## src/rtl/keypad_row_scanner.sv

```systemverilog
// keypad_row_scanner
// ------------------
// Active row scanner for a 5x4 matrix keypad. Rows are driven low one at a
// time for SCAN_DIV clock cycles each; the (synchronized) column lines are
// sampled once at the end of every dwell period ("tick"). A detected key
// locks the row, is debounced over DEBOUNCE_SCANS ticks, and is then reported
// as a key code with a one-cycle valid pulse and a held level. Release is
// debounced over the same number of ticks before scanning resumes.
//
// Optional feature: define KEY_REPEAT_EN to enable auto-repeat. While a key is
// held, key_valid pulses again after REPEAT_DELAY ticks and then every
// REPEAT_RATE ticks. Without the macro, exactly one pulse is emitted per press.
//
// Parameters:
//   SCAN_DIV        clk cycles each row is driven (>= 4)
//   DEBOUNCE_SCANS  matching tick samples to accept a press or release (>= 1)
//   REPEAT_DELAY    ticks held before the first repeat (KEY_REPEAT_EN only)
//   REPEAT_RATE     ticks between repeats (KEY_REPEAT_EN only)
//
// Ports:
//   clk        system clock
//   RSTN       asynchronous active-low reset
//   K_COL[3:0] column lines, active low
//   K_ROW[4:0] row drive, one-hot low
//   key_code   last accepted key, row*4 + col (0..19)
//   key_valid  one-cycle pulse on accept (and on repeat)
//   key_down   high while the accepted key is held
//   multi_key  more than one column was low when the key was accepted

module keypad_row_scanner #(
  parameter int SCAN_DIV       = 50000,
  parameter int DEBOUNCE_SCANS = 4,
  parameter int REPEAT_DELAY   = 200,
  parameter int REPEAT_RATE    = 40
) (
  input  logic       clk,
  input  logic       RSTN,
  input  logic [3:0] K_COL,
  output logic [4:0] K_ROW,
  output logic [4:0] key_code,
  output logic       key_valid,
  output logic       key_down,
  output logic       multi_key
);

  localparam int CNT_W = $clog2(SCAN_DIV);
  localparam int DEB_W = $clog2(DEBOUNCE_SCANS + 1);

  // Parameter sanity checks at elaboration time.
  generate
    if (SCAN_DIV < 4) begin : g_bad_scan_div
      $error("keypad_row_scanner: SCAN_DIV must be >= 4");
    end
    if (DEBOUNCE_SCANS < 1) begin : g_bad_debounce
      $error("keypad_row_scanner: DEBOUNCE_SCANS must be >= 1");
    end
    if (REPEAT_DELAY < 1 || REPEAT_RATE < 1) begin : g_bad_repeat
      $error("keypad_row_scanner: REPEAT_DELAY and REPEAT_RATE must be >= 1");
    end
  endgenerate

  typedef enum logic [1:0] {
    ST_SCAN     = 2'd0,
    ST_DEBOUNCE = 2'd1,
    ST_HELD     = 2'd2
  } state_t;

  // ---------------------------------------------------------------------------
  // Registers
  // ---------------------------------------------------------------------------
  logic [3:0]       col_meta_reg;
  logic [3:0]       col_sync_reg;
  logic [CNT_W-1:0] cnt_reg;
  logic [2:0]       row_idx_reg, row_idx_next;
  logic [4:0]       row_drive_reg, row_drive_next;
  state_t           state_reg, state_next;
  logic [1:0]       cand_col_reg, cand_col_next;
  logic [DEB_W-1:0] deb_cnt_reg, deb_cnt_next;
  logic [DEB_W-1:0] rel_cnt_reg, rel_cnt_next;
  logic [4:0]       key_code_reg, key_code_next;
  logic             key_valid_reg, key_valid_next;
  logic             key_down_reg, key_down_next;
  logic             multi_key_reg, multi_key_next;

`ifdef KEY_REPEAT_EN
  localparam int REP_MAX = (REPEAT_DELAY > REPEAT_RATE) ? REPEAT_DELAY : REPEAT_RATE;
  localparam int REP_W   = $clog2(REP_MAX + 1);
  logic [REP_W-1:0] rep_cnt_reg, rep_cnt_next;
  // Cleared until the first repeat fires; afterwards the interval is REPEAT_RATE.
  logic             rep_armed_reg, rep_armed_next;
`endif

  // ---------------------------------------------------------------------------
  // Column decode of the synchronized sample
  // ---------------------------------------------------------------------------
  logic       tick;
  logic [3:0] col_low;
  logic       any_low;
  logic [1:0] first_col;
  logic [2:0] low_count;
  logic       cand_low;

  assign tick = (cnt_reg == CNT_W'(SCAN_DIV - 1));

  generate
    for (genvar gi = 0; gi < 4; gi++) begin : g_col_low
      assign col_low[gi] = ~col_sync_reg[gi];
    end
  endgenerate

  assign any_low  = |col_low;
  assign cand_low = col_low[cand_col_reg];

  // Lowest-index low column wins when several are low.
  always_comb begin
    first_col = 2'd0;
    for (int i = 3; i >= 0; i--) begin
      if (col_low[i]) first_col = 2'(i);
    end
  end

  always_comb begin
    low_count = 3'd0;
    for (int i = 0; i < 4; i++) begin
      low_count = low_count + {2'b00, col_low[i]};
    end
  end

  // ---------------------------------------------------------------------------
  // Next-state logic. All decisions are taken on a tick only.
  // ---------------------------------------------------------------------------
  logic       accept;
  logic [1:0] accept_col;
  logic       advance;

  always_comb begin
    state_next     = state_reg;
    row_idx_next   = row_idx_reg;
    row_drive_next = row_drive_reg;
    cand_col_next  = cand_col_reg;
    deb_cnt_next   = deb_cnt_reg;
    rel_cnt_next   = rel_cnt_reg;
    key_code_next  = key_code_reg;
    key_valid_next = 1'b0;
    key_down_next  = key_down_reg;
    multi_key_next = multi_key_reg;
`ifdef KEY_REPEAT_EN
    rep_cnt_next   = rep_cnt_reg;
    rep_armed_next = rep_armed_reg;
`endif
    accept     = 1'b0;
    accept_col = cand_col_reg;
    advance    = 1'b0;

    if (tick) begin
      unique case (state_reg)
        ST_SCAN: begin
          if (any_low) begin
            // Lock on this row; the candidate column is tracked from now on.
            cand_col_next = first_col;
            deb_cnt_next  = DEB_W'(1);
            if (DEBOUNCE_SCANS == 1) begin
              accept     = 1'b1;
              accept_col = first_col;
            end else begin
              state_next = ST_DEBOUNCE;
            end
          end else begin
            advance = 1'b1;
          end
        end

        ST_DEBOUNCE: begin
          if (cand_low) begin
            deb_cnt_next = deb_cnt_reg + DEB_W'(1);
            if (int'(deb_cnt_reg) + 1 >= DEBOUNCE_SCANS) accept = 1'b1;
          end else begin
            // Bounce: abandon the candidate and move on to the next row.
            state_next   = ST_SCAN;
            deb_cnt_next = '0;
            advance      = 1'b1;
          end
        end

        ST_HELD: begin
          // Only the candidate column matters; other keys on the row are ignored.
          if (!cand_low) begin
            if (int'(rel_cnt_reg) + 1 >= DEBOUNCE_SCANS) begin
              key_down_next = 1'b0;
              state_next    = ST_SCAN;
              rel_cnt_next  = '0;
              advance       = 1'b1;
            end else begin
              rel_cnt_next = rel_cnt_reg + DEB_W'(1);
            end
`ifdef KEY_REPEAT_EN
            rep_cnt_next   = '0;
            rep_armed_next = 1'b0;
`endif
          end else begin
            rel_cnt_next = '0;
`ifdef KEY_REPEAT_EN
            if (!rep_armed_reg) begin
              if (int'(rep_cnt_reg) + 1 >= REPEAT_DELAY) begin
                key_valid_next = 1'b1;
                rep_cnt_next   = '0;
                rep_armed_next = 1'b1;
              end else begin
                rep_cnt_next = rep_cnt_reg + REP_W'(1);
              end
            end else begin
              if (int'(rep_cnt_reg) + 1 >= REPEAT_RATE) begin
                key_valid_next = 1'b1;
                rep_cnt_next   = '0;
              end else begin
                rep_cnt_next = rep_cnt_reg + REP_W'(1);
              end
            end
`endif
          end
        end

        default: begin
          state_next = ST_SCAN;
        end
      endcase
    end

    if (advance) begin
      row_idx_next   = (row_idx_reg == 3'd4) ? 3'd0 : row_idx_reg + 3'd1;
      row_drive_next = {row_drive_reg[3:0], row_drive_reg[4]};
    end

    if (accept) begin
      // row*4 + col is simply the row index concatenated with the column.
      key_code_next  = {row_idx_reg, accept_col};
      key_valid_next = 1'b1;
      key_down_next  = 1'b1;
      multi_key_next = (low_count > 3'd1);
      state_next     = ST_HELD;
      deb_cnt_next   = '0;
      rel_cnt_next   = '0;
`ifdef KEY_REPEAT_EN
      rep_cnt_next   = '0;
      rep_armed_next = 1'b0;
`endif
    end
  end

  // ---------------------------------------------------------------------------
  // State registers
  // ---------------------------------------------------------------------------
  always_ff @(posedge clk or negedge RSTN) begin
    if (!RSTN) begin
      col_meta_reg  <= 4'hF;
      col_sync_reg  <= 4'hF;
      cnt_reg       <= '0;
      row_idx_reg   <= 3'd0;
      row_drive_reg <= 5'b11110;
      state_reg     <= ST_SCAN;
      cand_col_reg  <= 2'd0;
      deb_cnt_reg   <= '0;
      rel_cnt_reg   <= '0;
      key_code_reg  <= 5'd0;
      key_valid_reg <= 1'b0;
      key_down_reg  <= 1'b0;
      multi_key_reg <= 1'b0;
`ifdef KEY_REPEAT_EN
      rep_cnt_reg   <= '0;
      rep_armed_reg <= 1'b0;
`endif
    end else begin
      col_meta_reg  <= K_COL;
      col_sync_reg  <= col_meta_reg;
      cnt_reg       <= tick ? '0 : cnt_reg + CNT_W'(1);
      row_idx_reg   <= row_idx_next;
      row_drive_reg <= row_drive_next;
      state_reg     <= state_next;
      cand_col_reg  <= cand_col_next;
      deb_cnt_reg   <= deb_cnt_next;
      rel_cnt_reg   <= rel_cnt_next;
      key_code_reg  <= key_code_next;
      key_valid_reg <= key_valid_next;
      key_down_reg  <= key_down_next;
      multi_key_reg <= multi_key_next;
`ifdef KEY_REPEAT_EN
      rep_cnt_reg   <= rep_cnt_next;
      rep_armed_reg <= rep_armed_next;
`endif
    end
  end

  assign K_ROW     = row_drive_reg;
  assign key_code  = key_code_reg;
  assign key_valid = key_valid_reg;
  assign key_down  = key_down_reg;
  assign multi_key = multi_key_reg;

endmodule

```

## config.mk

```make
export PLATFORM = sky130hd
export DESIGN_NAME = keypad_row_scanner
export DESIGN_NICKNAME = d
export VERILOG_FILES = /design/src/rtl/keypad_row_scanner.sv
export SDC_FILE = /design/constraint.sdc
export NUM_CORES = 1
export LEC_CHECK = 0
export ABC_AREA = 1
export CORE_ASPECT_RATIO = 0.8
export CORE_UTILIZATION = 30
export DETAILED_ROUTE_END_ITERATION = 12
export MAX_ROUTING_LAYER = met4
export PLACE_DENSITY_LB_ADDON = 0.25
export SLEW_MARGIN = 40
export SYNTH_ARGS = -nofsm -noshare
export SYNTH_HDL_FRONTEND = slang
export SYNTH_SLANG_ARGS = --single-unit
```

## constraint.sdc

```tcl
create_clock -name clk -period 1.6 [get_ports clk]
set_clock_uncertainty 0.1 [all_clocks]
set_input_delay 0.24 -clock clk [delete_from_list [all_inputs] [get_ports clk]]
set_output_delay 0.24 -clock clk [all_outputs]
set_load 0.01 [all_outputs]
```

==> run metrics <==
detail-routed via count per cell=around 4.3; slew at the pin closest to its max-slew limit=~0.35 ns; normalized max-slew margin=0.766; Detail Placement HPWL=around 3600 µm; drc violations=0; largest net degree at the start of global routing=39; total number of vias=1982; arrival time at the worst endpoint=approximately 1.7 ns; # port buffers=18; Final #Nets=between 300 and 400; Post-Syn Instances=approximately 280; final worst path period need=about 1.6 ns; reg-to-reg setup timing slack=-0.03 ns; area grow syn2layout=44.7%; Clock Root Buffer=clkbuf_8; horizontal extent of the die=104 µm; type of the worst setup path=flip-flop to flip-flop; clock sink total=50; synthesized area divided by synthesized cell count=8.97 µm²; share of final-layout standard cells stronger than drive strength 1=0.428; outcome=finished with violations; post-layout worst setup margin=-0.0269 ns; number of flip-flops in the largest register=16; dpl ws=-0.120 ns; number of max-cap violations=0; netlist area before placement=around 2500 µm²; number of max-slew violations in the final report=0; FF-to-FF End=key_code[0]; cell type with the highest aggregate area in the netlist=dfrtp_1; GRT Util Overall=0.131; most common library cell in the layout ignoring fill and taps=nand2_1; Worst setup SP type=flip-flop; leakage power=around 1.8 nW; post-route antenna net violation count=0; power per standard cell area=~690 nW/µm²; post-route clock period utilization=1.02; first-pass iteration count of the detailed router=4; number of top-level pins=19; Row Count=29; die outline area=approximately 8700 µm²; post-detailed-routing wire length=~5200 µm; Routed WL per cell=approximately 11 µm; sort of element at the end of the critical path=flip-flop; Initial Utilization=0.312; fmax=between 600 and 700 MHz; top-area cell type share of the netlist area=0.382; placeable core area=approximately 8000 µm²; number of distinct standard cells referenced by the synthesized netlist=30; worst setup path start=deb_cnt_reg[0]; worst-path fanout max=8; CTS tree=built; DIE HEIGHT=between 80 and 90 µm; number of register bits inferred by synthesis=50; total of warnings raised by yosys=0; WP data required=~1.7 ns; initial antenna violation count=0; top cells by area in the synthesized netlist=dfrtp_1 (38%), dfstp_2 (13%), nand2_1 (9.9%); classification of the worst-slack hold path=input port to flip-flop; number of stages on the worst hold path=1; critical path endpoint=key_code[0]; nets in the synthesized netlist=a little under 300; ant diodes=0; number of design-rule violations left by the first detailed-router iteration=76; Reg2Reg Launch Point=deb_cnt_reg[0]; unrepaired setup endpoints after global routing=yes; number of setup violations in the final report=4; violated checks=setup timing; weighted congestion reported at the end of routability-driven placement=between 0.8 and 0.9; vias in the first global route=approximately 1900; TritonCTS Buffers=5; Clk pin slew, worst setup/hold paths=0.09 ns; source-to-sink clock delay at the later pin of the worst-skew pair=just over 0.3 ns; first-pass GRT wire length=8840 µm; top library cells by usage in the layout, fill and taps aside=nand2_1 (51), buf_4 (43), dfrtp_1 (38); proportion of synthesized chip area in sequential cells=0.508; GRT Residual Overflow=0; cells on worst reg2reg path=9; Clock Tree Buf Depth=2; accumulated negative setup slack=-0.0867 ns; worst supply voltage drop on vdd=0.362 mV; number of H-tree branching levels=2; Hold Fails Final Rpt=0
## power by group
group	internal (mW)	switching, mW
registers	1.28	0.00762
clock network	0.667	0.438
logic	0.0438	0.0542
## worst max-delay path: stages (launching register included)
cell	delay, ns
dfrtp_1	0.40
ha_2	0.19
nand2_1	0.06
nand2_1	0.05
a21oi_1	0.15
buf_4	0.15
nand3_4	0.14
buf_8	0.19
nand2_2	0.06
o21ai_2	0.04
## what timing repair did
action | CTS | global route
resized for setup | 28 | 57
hold buffers | 1 | 0
pin swaps | 19 | 22
setup buffers | 3 | 9
endpoints found under the setup margin | 34 | 39
hold endpoints to repair | 12 | 0
## worst min-delay path by stage
stage                  start               to  slack (ns)
floorplan               RSTN         K_ROW[0]       -0.16
global placement        RSTN   rel_cnt_reg[2]        0.08
detailed placement      RSTN   deb_cnt_reg[1]        0.07
CTS                 K_COL[0]  col_meta_reg[0]        0.22
global route        K_COL[2]  col_meta_reg[2]        0.23
finish              K_COL[0]  col_meta_reg[0]        0.23
## cell usage after synthesis
| cell | number |
|---|---|
| nand3_4 | 3 |
| nor4_1 | 1 |
| a21oi_1 | 9 |
| nand2_4 | 2 |
| nand4_1 | 2 |
| dfstp_2 | 12 |
| nor3_2 | 1 |
| nor2_2 | 3 |
| nor2_1 | 22 |
| nand3_2 | 1 |
| buf_6 | 2 |
| inv_1 | 38 |
| fa_1 | 1 |
| dfrtp_1 | 38 |
| o21ai_1 | 1 |
| xor2_1 | 6 |
| a21oi_2 | 1 |
| nor2_8 | 1 |
| nand2_1 | 66 |
| o21ai_0 | 10 |
| nor3_1 | 5 |
| or2_2 | 1 |
| nand3_1 | 22 |
| nor2_4 | 3 |
| inv_2 | 3 |
| ha_1 | 6 |
| nand2_2 | 8 |
| nand3b_1 | 1 |
| o21ai_2 | 8 |
| o21a_1 | 1 |
## layer usage
| metal | share of wire | up-vias | wire length, µm | global-route usage |
|---|---|---|---|---|
| li1 | - | 1021 | - | - |
| met4 | 0.013 | 0 | 69 | 0.0506 |
| met1 | 0.52 | 937 | 2710 | 0.184 |
| met5 | 0 | - | 0 | - |
| met3 | 0.022 | 5 | 117 | 0.0234 |
| met2 | 0.45 | 19 | 2330 | 0.189 |
## kinds of logic after synthesis
kind of cell	Yosys count	share of synthesized area
AO/OA/AOI/OAI	30	0.0748
XOR/XNOR	6	0.0211
adder cells (fa/ha/maj)	7	0.0382
buffers and inverters	43	0.0708
flip-flops	50	0.508
AND/OR/NAND/NOR	142	0.287
## final cells by class
type	count	area (µm²)
multi-input cells	185	1290
repair buffers	69	609
clock inverters	2	60.1
clock buffers	6	82.6
flip-flops and latches	50	1270
inverters	41	159
well taps	108	135
fillers	807	4380
## metrics by stage
step           cell area [µm²]   util  hold slack (ns)  std cells  total power, mW
3_3_place_gp              3100  0.388           0.0760        440             1.40
2_1_floorplan             2500      -           -0.156        278             1.33
5_1_grt                   3610  0.452            0.226        461             2.59
3_5_place_dp              3100  0.388           0.0729        440             1.40
4_1_cts                   3340  0.419            0.215        452             2.53
6_report                  3610  0.452            0.231        461             2.49
Power figures use the tool's default switching activity.
